--- config.mk ---
export PLATFORM = sky130hd
export DESIGN_NAME = usb_in_stream_arbiter_flat
export DESIGN_NICKNAME = d
export VERILOG_FILES = /design/src/rtl/usb_in_stream_arbiter_if.sv /design/src/rtl/usb_in_stream_arbiter.sv /design/src/flat_wrapper.sv
export SDC_FILE = /design/constraint.sdc
export NUM_CORES = 1
export LEC_CHECK = 0
export ABC_CLOCK_PERIOD_IN_PS = 9700
export CORE_MARGIN = 5
export CORE_UTILIZATION = 45
export DETAILED_ROUTE_END_ITERATION = 8
export PLACE_DENSITY = 0.81
export SLEW_MARGIN = 25
export SYNTH_ARGS = -nofsm -noshare
export SYNTH_HDL_FRONTEND = slang
export SYNTH_SLANG_ARGS = --single-unit
--- constraint.sdc ---
create_clock -name clk -period 9.7 [get_ports clk]
set_clock_uncertainty 0.2 [all_clocks]
set_input_delay 1.455 -clock clk [delete_from_list [all_inputs] [get_ports clk]]
set_output_delay 1.455 -clock clk [all_outputs]
set_load 0.03 [all_outputs]
--- src/rtl/usb_in_stream_arbiter_if.sv ---
// Handshake bundle between the IN-stream arbiter, its byte-stream source FIFOs,
// the FX2-side destination FIFO and the slave-FIFO controller's flush handshake.
interface usb_in_stream_arbiter_if #(
  parameter int NUM_SRC = 2
);
  logic [NUM_SRC-1:0]   src_enable;
  logic [NUM_SRC-1:0]   src_empty;
  logic [8*NUM_SRC-1:0] src_data;
  logic [NUM_SRC-1:0]   src_pop;
  logic                 dst_full;
  logic                 dst_push;
  logic [7:0]           dst_data;
  logic                 flush_req;
  logic                 flush_ack;
  logic [3:0]           grant_id;
  logic                 busy;

  modport master (
    input  src_enable, src_empty, src_data, dst_full, flush_ack,
    output src_pop, dst_push, dst_data, flush_req, grant_id, busy
  );

  modport slave (
    output src_enable, src_empty, src_data, dst_full, flush_ack,
    input  src_pop, dst_push, dst_data, flush_req, grant_id, busy
  );
endinterface

--- src/rtl/usb_in_stream_arbiter.sv ---
// Round-robin arbiter sharing the FX2 IN byte path between NUM_SRC source FIFOs:
// header-prefixed bursts through a 2-entry skid buffer, plus idle-timeout flush request.
//
// state    | meaning
// ---------+---------------------------------------------------------------
// ST_IDLE  | no grant; pick next eligible source or run the idle timeout
// ST_HDR   | push header byte {4'hA, grant_id}
// ST_DATA  | pop granted source and forward bytes through the skid buffer
// ST_DRAIN | no more pops; wait for in-flight byte and skid buffer to empty
// ST_FLUSH | flush_req held until flush_ack
module usb_in_stream_arbiter #(
  parameter int NUM_SRC   = 2,
  parameter int MAX_BURST = 64,
  parameter int TIMEOUT   = 1024
) (
  input  logic                   clk,
  input  logic                   reset_n,
  usb_in_stream_arbiter_if.master bus
);
  localparam int PTR_W  = (NUM_SRC > 1) ? $clog2(NUM_SRC) : 1;
  localparam int IDLE_W = $clog2(TIMEOUT) + 1;

  localparam logic [2:0] ST_IDLE  = 3'd0;
  localparam logic [2:0] ST_HDR   = 3'd1;
  localparam logic [2:0] ST_DATA  = 3'd2;
  localparam logic [2:0] ST_DRAIN = 3'd3;
  localparam logic [2:0] ST_FLUSH = 3'd4;

  logic [2:0]         state, state_nxt;
  logic [PTR_W-1:0]   rr_ptr, rr_pick, rr_ptr_nxt;
  logic               rr_found;
  logic [3:0]         grant_id;
  logic [7:0]         burst_cnt;
  logic [IDLE_W-1:0]  idle_cnt;
  logic               dirty;
  logic               pend;
  logic [7:0]         skid_mem [2];
  logic               skid_wr, skid_rd;
  logic [1:0]         skid_occ;
  logic [NUM_SRC-1:0] eligible;
  logic               grant_elig;
  logic [7:0]         grant_byte;
  logic               hdr_push, data_push, dst_push;
  logic               burst_open, skid_room, pop_now, flush_done;

  assign eligible = bus.src_enable & ~bus.src_empty;

  always_comb begin
    grant_elig = 1'b0;
    grant_byte = 8'h00;
    for (int i = 0; i < NUM_SRC; i++) begin
      if (grant_id == 4'(i)) begin
        grant_elig = eligible[i];
        grant_byte = bus.src_data[8*i +: 8];
      end
    end
  end

  // First eligible source at or after rr_ptr, wrapping.
  always_comb begin
    int idx;
    idx      = 0;
    rr_found = 1'b0;
    rr_pick  = '0;
    for (int k = 0; k < NUM_SRC; k++) begin
      idx = int'(rr_ptr) + k;
      if (idx >= NUM_SRC) idx = idx - NUM_SRC;
      if (!rr_found && eligible[idx]) begin
        rr_found = 1'b1;
        rr_pick  = PTR_W'(idx);
      end
    end
  end

  assign rr_ptr_nxt = (int'(rr_pick) == NUM_SRC - 1) ? '0 : rr_pick + PTR_W'(1);

  assign hdr_push   = (state == ST_HDR) && !bus.dst_full;
  assign data_push  = ((state == ST_DATA) || (state == ST_DRAIN)) &&
                      (skid_occ != 2'd0) && !bus.dst_full;
  assign dst_push   = hdr_push || data_push;
  assign burst_open = grant_elig && (burst_cnt < 8'(MAX_BURST));
  // Occupancy after this cycle's landing byte and push must leave room for a new pop.
  assign skid_room  = (skid_occ + {1'b0, pend} - {1'b0, data_push}) < 2'd2;
  assign pop_now    = (state == ST_DATA) && burst_open && skid_room;
  assign flush_done = (state == ST_FLUSH) && bus.flush_ack;

  always_comb begin
    state_nxt = state;
    case (state)
      ST_IDLE: begin
        if (rr_found)
          state_nxt = ST_HDR;
        else if (dirty && (idle_cnt == IDLE_W'(TIMEOUT - 1)))
          state_nxt = ST_FLUSH;
      end
      ST_HDR:   if (!bus.dst_full) state_nxt = ST_DATA;
      ST_DATA:  if (!burst_open) state_nxt = ST_DRAIN;
      ST_DRAIN: if (!pend && (skid_occ == 2'd0)) state_nxt = ST_IDLE;
      ST_FLUSH: if (bus.flush_ack) state_nxt = ST_IDLE;
      default:  state_nxt = ST_IDLE;
    endcase
  end

  always_ff @(posedge clk or negedge reset_n) begin
    if (!reset_n) begin
      state     <= ST_IDLE;
      rr_ptr    <= '0;
      grant_id  <= 4'd0;
      burst_cnt <= 8'd0;
      idle_cnt  <= '0;
      dirty     <= 1'b0;
      pend      <= 1'b0;
      skid_wr   <= 1'b0;
      skid_rd   <= 1'b0;
      skid_occ  <= 2'd0;
    end else begin
      state <= state_nxt;
      pend  <= pop_now;

      if ((state == ST_IDLE) && rr_found) begin
        grant_id <= 4'(rr_pick);
        rr_ptr   <= rr_ptr_nxt;
      end

      if (hdr_push)
        burst_cnt <= 8'd0;
      else if (pop_now)
        burst_cnt <= burst_cnt + 8'd1;

      if (pend) skid_wr <= ~skid_wr;
      if (data_push) skid_rd <= ~skid_rd;
      skid_occ <= skid_occ + {1'b0, pend} - {1'b0, data_push};

      if (flush_done)
        dirty <= 1'b0;
      else if (data_push)
        dirty <= 1'b1;

      if (dst_push || flush_done)
        idle_cnt <= '0;
      else if ((state == ST_IDLE) && dirty && (state_nxt == ST_IDLE))
        idle_cnt <= idle_cnt + IDLE_W'(1);
    end
  end

  // Byte popped last cycle is on src_data now.
  always_ff @(posedge clk) begin
    if (pend) skid_mem[skid_wr] <= grant_byte;
  end

  assign bus.src_pop   = pop_now ? (NUM_SRC'(1) << grant_id) : '0;
  assign bus.dst_push  = dst_push;
  assign bus.dst_data  = hdr_push  ? {4'hA, grant_id} :
                         data_push ? skid_mem[skid_rd] : 8'h00;
  assign bus.flush_req = (state == ST_FLUSH);
  assign bus.grant_id  = grant_id;
  assign bus.busy      = (state != ST_IDLE);
endmodule

--- src/flat_wrapper.sv ---
// flat-port wrapper written by rule: the top's interface ports become plain ports
module usb_in_stream_arbiter_flat 
#(
  parameter int NUM_SRC   = 2,
  parameter int MAX_BURST = 64,
  parameter int TIMEOUT   = 1024
)
  (clk, reset_n, bus_src_enable, bus_src_empty, bus_src_data, bus_dst_full, bus_flush_ack, bus_src_pop, bus_dst_push, bus_dst_data, bus_flush_req, bus_grant_id, bus_busy);
  usb_in_stream_arbiter_if #(.NUM_SRC(NUM_SRC)) bus_i ();
  input  logic clk;
  input  logic reset_n;
  input wire logic [$bits(bus_i.src_enable)-1:0] bus_src_enable;
  input wire logic [$bits(bus_i.src_empty)-1:0] bus_src_empty;
  input wire logic [$bits(bus_i.src_data)-1:0] bus_src_data;
  input wire logic [$bits(bus_i.dst_full)-1:0] bus_dst_full;
  input wire logic [$bits(bus_i.flush_ack)-1:0] bus_flush_ack;
  output wire logic [$bits(bus_i.src_pop)-1:0] bus_src_pop;
  output wire logic [$bits(bus_i.dst_push)-1:0] bus_dst_push;
  output wire logic [$bits(bus_i.dst_data)-1:0] bus_dst_data;
  output wire logic [$bits(bus_i.flush_req)-1:0] bus_flush_req;
  output wire logic [$bits(bus_i.grant_id)-1:0] bus_grant_id;
  output wire logic [$bits(bus_i.busy)-1:0] bus_busy;
  assign bus_i.src_enable = bus_src_enable;
  assign bus_i.src_empty = bus_src_empty;
  assign bus_i.src_data = bus_src_data;
  assign bus_i.dst_full = bus_dst_full;
  assign bus_i.flush_ack = bus_flush_ack;
  assign bus_src_pop = bus_i.src_pop;
  assign bus_dst_push = bus_i.dst_push;
  assign bus_dst_data = bus_i.dst_data;
  assign bus_flush_req = bus_i.flush_req;
  assign bus_grant_id = bus_i.grant_id;
  assign bus_busy = bus_i.busy;
  usb_in_stream_arbiter #(.NUM_SRC(NUM_SRC), .MAX_BURST(MAX_BURST), .TIMEOUT(TIMEOUT)) u_core (.clk(clk), .reset_n(reset_n), .bus(bus_i));
endmodule
==> summary.txt <==
Status
  – Status: finished clean

Timing
  – Number of setup violations in the final report: 0
  – Final hold vios: 0
  – Fin. max-slew vios: 0
  – Time the final worst path needs with I/O delays and setup: 6.379 ns
  – Sum Neg Setup Slack: 0 ns
  – Portion of the clock cycle consumed by the worst path in the final layout: 65.76%
  – Normalized max-slew margin: 34.34%
  – Achievable Freq: 156.8 MHz
  – Transition time at the pin with the least slew margin: 0.9824 ns
  – Setup repair after global routing missed its margin: no

Critical path
  – Required arrival time at the worst endpoint: 8.05 ns
  – Largest fanout of any net on the critical path: 13
  – CP Launch Point: bus_dst_full
  – Data arrival, critical path: 4.72 ns
  – Kind of start point of the critical path: primary input
  – Type of destination of the critical path: output port
  – Reg-to-reg critical path startpoint: u_core.state[1]
  – R2r worst-path depth: 10
  – End point of the critical path: bus_src_pop[0]
  – Worst R2R End: u_core.burst_cnt[5]
  – R2r setup slk: 6.36 ns
  – WS Path Type: in -> out

Yosys
  – XOR/XNOR Fraction of Synth Area: 2.113%
  – FF+latch count, synth: 46
  – Most numerous cell types in the synthesized netlist: sky130_fd_sc_hd__dfrtp_1, sky130_fd_sc_hd__nand2_1, sky130_fd_sc_hd__edfxtp_1
  – Total of warnings raised by yosys: 0
  – Most used DFF post-synth: sky130_fd_sc_hd__dfrtp_1
  – Most numerous cell in the Yosys netlist: sky130_fd_sc_hd__dfrtp_1
  – Portion of netlist area occupied by mux cells: 8.875%
  – Largest family of logic cells by synthesized area: simple AND/OR/NAND/NOR gates
  – Post-synthesis share of cell area spent on and, or, nand and nor gates: 20.60%
  – Area fraction in compound gates after synthesis: 9.931%
  – Largest area contributor in the synthesized netlist: sky130_fd_sc_hd__dfrtp_1
  – Leading post-synthesis cells by cell area: sky130_fd_sc_hd__dfrtp_1, sky130_fd_sc_hd__edfxtp_1, sky130_fd_sc_hd__mux2i_1, sky130_fd_sc_hd__mux2_2, sky130_fd_sc_hd__a21oi_1
  – Number of enable flip-flop cells after synthesis: 16
  – Library cells used by synthesis: 49
  – Synth async-reset ratio: 65.22%
  – Cell area after synthesis: 2369 µm²
  – Area fraction of the dominant cell type after synthesis: 31.70%
  – Part of the Yosys area used for sequential elements: 51.98%
  – Gate count of the mapped netlist: 220
  – Synthesized-area fraction occupied by adder cells: 2.113%
  – Mean instance size in the synthesized netlist: 10.77 µm²

Floorplanning
  – Std-Cell Core Area: 5107 µm²
  – Floorplan die area: 6815 µm²
  – Chip Width: 82.55 µm
  – Die height: 82.55 µm
  – Effective utilization at floorplan: 46.37%
  – Number of top-level pins: 41
  – Number of rows in the core area: 26

Cells and area
  – Count of nets after finishing: 283
  – Post-Layout Inst Area: 2868 µm²
  – Count of inserted antenna diode cells: 0
  – Fraction of final layout cells sized beyond drive strength 1: 8.984%
  – Layout-stage area growth over the synthesis result: 21.08%

Clock tree
  – Depth of the CTS H-tree: 2
  – Worst-case clock buffer depth: 2
  – Number of CTS-inserted buffers: 5
  – CTS sink cnt: 46
  – CTS hold repair buffers: 0
  – Clock input transition at the sequential cells of the worst setup and hold paths: 0.09 ns
  – Later-pin clock latency in the skew report: 0.29 ns
  – Root Buffer Master: sky130_fd_sc_hd__clkbuf_8
  – Number of cells upsized or downsized after cts: 0
  – Setup bufs post-CTS: 0
  – CTS tree: built

Place
  – Last weighted congestion value of the routability-driven placer: 0.8122
  – Count of port buffers added during placement: 37
  – Total half-perimeter wirelength after legalization and detailed placement: 3438 µm
  – Placed cell area: 2775 µm²

Detailed routing
  – Detailed-route wire length per cell: 14.30 µm
  – Per-cell via count in the routed design: 5.221
  – Routed WL: 4662 µm
  – Remaining number of nets flagged by the antenna check after routing: 0
  – Number of detailed-routing iterations run before antenna repair: 4
  – DRC Markers: 0
  – Drt initial violations: 28
  – Overall via count from detail_route: 1702

Run
  – # Max-Cap Violations: 0

Power
  – Power Dens Cells: 226.2 nW/µm²
  – Leak: 1.159 nW
  – IR drop worst, VDD: 0.0001859 V

Worst hold path
  – Kind of path behind the tightest hold check: reg -> reg

Global route
  – First-pass GRT wire length: 7445 µm
  – Overall Global Routing Usage: 14.29%
  – Via count of the first global-routing pass: 1551
  – Antenna violations before repair: 0
  – Maximum number of pins on one net before global-route repair: 31
  – Remaining global-route overflow: 0
report_power, final:
| group | total, mW | switching (mW) | internal, mW | leakage (nW) |
|---|---|---|---|---|
| Combinational | 0.241 | 0.129 | 0.112 | 0.582 |
| Sequential | 0.288 | 0.0498 | 0.239 | 0.537 |
| Clock | 0.119 | 0.0672 | 0.0515 | 0.0408 |
| Total | 0.649 | 0.246 | 0.403 | 1.16 |
critical path, cell delays in order:
cell	delay, ns
sky130_fd_sc_hd__clkdlybuf4s50_1	0.46
sky130_fd_sc_hd__nor3b_1	0.31
sky130_fd_sc_hd__nand2_1	0.33
sky130_fd_sc_hd__inv_1	0.14
sky130_fd_sc_hd__ha_1	0.23
sky130_fd_sc_hd__inv_1	0.05
sky130_fd_sc_hd__ha_1	0.14
sky130_fd_sc_hd__xor3_1	0.26
sky130_fd_sc_hd__a2111o_1	0.48
sky130_fd_sc_hd__nor2_1	0.17
sky130_fd_sc_hd__clkdlybuf4s50_1	0.70
worst min path at each step:
stage                              startpoint  cells after the start                   to
after floorplan                 u_core.rr_ptr                      1        u_core.rr_ptr
after global placement          u_core.rr_ptr                      1        u_core.rr_ptr
after detailed placement        u_core.rr_ptr                      1        u_core.rr_ptr
after CTS                       u_core.rr_ptr                      1        u_core.rr_ptr
after global routing      u_core.burst_cnt[6]                      1  u_core.burst_cnt[6]
final                           u_core.rr_ptr                      1        u_core.rr_ptr
sequential cells by signal (all words and copies together) (netlist names):
name,cells
u_core.skid_rd,1
u_core.rr_ptr,1
u_core.idle_cnt,11
u_core.dirty,1
u_core.skid_occ,2
u_core.burst_cnt,8
u_core.skid_wr,1
u_core.state,3
u_core.skid_mem,16
u_core.pend,1
u_core.bus.grant_id,1
logic make-up after synthesis:
logic type,count (synthesis)
other,1
flip-flops,46
AND/OR/NAND/NOR,86
XOR/XNOR,4
AO/OA/AOI/OAI,38
adder cells (fa/ha/maj),4
multiplexers,20
buffers and inverters,21
per-stage QoR:
| stage | setup slack, ns | total power [mW] | util (%) | cells | hold WS (ns) |
|---|---|---|---|---|---|
| floorplan | 4.399 | 0.4561 | - | 222 | 0.2394 |
| global placement | 3.423 | 0.5260 | 54.34 | 318 | 0.2507 |
| detailed placement | 3.318 | 0.5359 | 54.34 | 318 | 0.2666 |
| CTS | 3.325 | 0.6552 | 56.15 | 326 | 0.2788 |
| global route | 3.112 | 0.6892 | 56.15 | 326 | 0.3140 |
| finish | 3.321 | 0.6485 | 56.15 | 326 | 0.2793 |
layout make-up:
type / count / area (µm²)
Clock buffer: 5 / 68.82
Clock inverter: 3 / 23.77
Fill cell: 443 / 2240
Inverter: 9 / 33.78
Multi-Input combinational cell: 155 / 1045
Sequential cell: 46 / 1231
Tap cell: 70 / 87.58
Timing Repair Buffer: 38 / 377.9
layout by cell type (no fill, tap or decap), types with 3 or more instances in the layout:
master                             n
sky130_fd_sc_hd__and2_1            3
sky130_fd_sc_hd__o21ai_1           3
sky130_fd_sc_hd__nor2_1           15
sky130_fd_sc_hd__nand2_1          17
sky130_fd_sc_hd__dfrtp_1          30
sky130_fd_sc_hd__conb_1            3
sky130_fd_sc_hd__edfxtp_1         16
sky130_fd_sc_hd__mux2_2            8
sky130_fd_sc_hd__nor3_1            4
sky130_fd_sc_hd__o31ai_1           3
sky130_fd_sc_hd__and3_1            4
sky130_fd_sc_hd__nor4_1            4
sky130_fd_sc_hd__nor2b_1           6
sky130_fd_sc_hd__or3_1             4
sky130_fd_sc_hd__ha_1              4
sky130_fd_sc_hd__nand3_1           7
sky130_fd_sc_hd__o21ai_0           7
sky130_fd_sc_hd__clkbuf_8          5
sky130_fd_sc_hd__a21oi_1          15
sky130_fd_sc_hd__inv_1             9
sky130_fd_sc_hd__mux2i_1          12
sky130_fd_sc_hd__clkdlybuf4s50_1  37
sky130_fd_sc_hd__nand4_1           3
routing by layer:
layer | wire length (µm) | GRT usage, % | up-vias
met1 | 2065 | 19.09 | 809
met4 | 43 | 3.922 | 0
met5 | 0 | 0 | -
li1 | - | - | 862
met2 | 2374 | 23.16 | 27
met3 | 178 | 3.471 | 4
No activity file was read; power rests on OpenSTA's default activity.
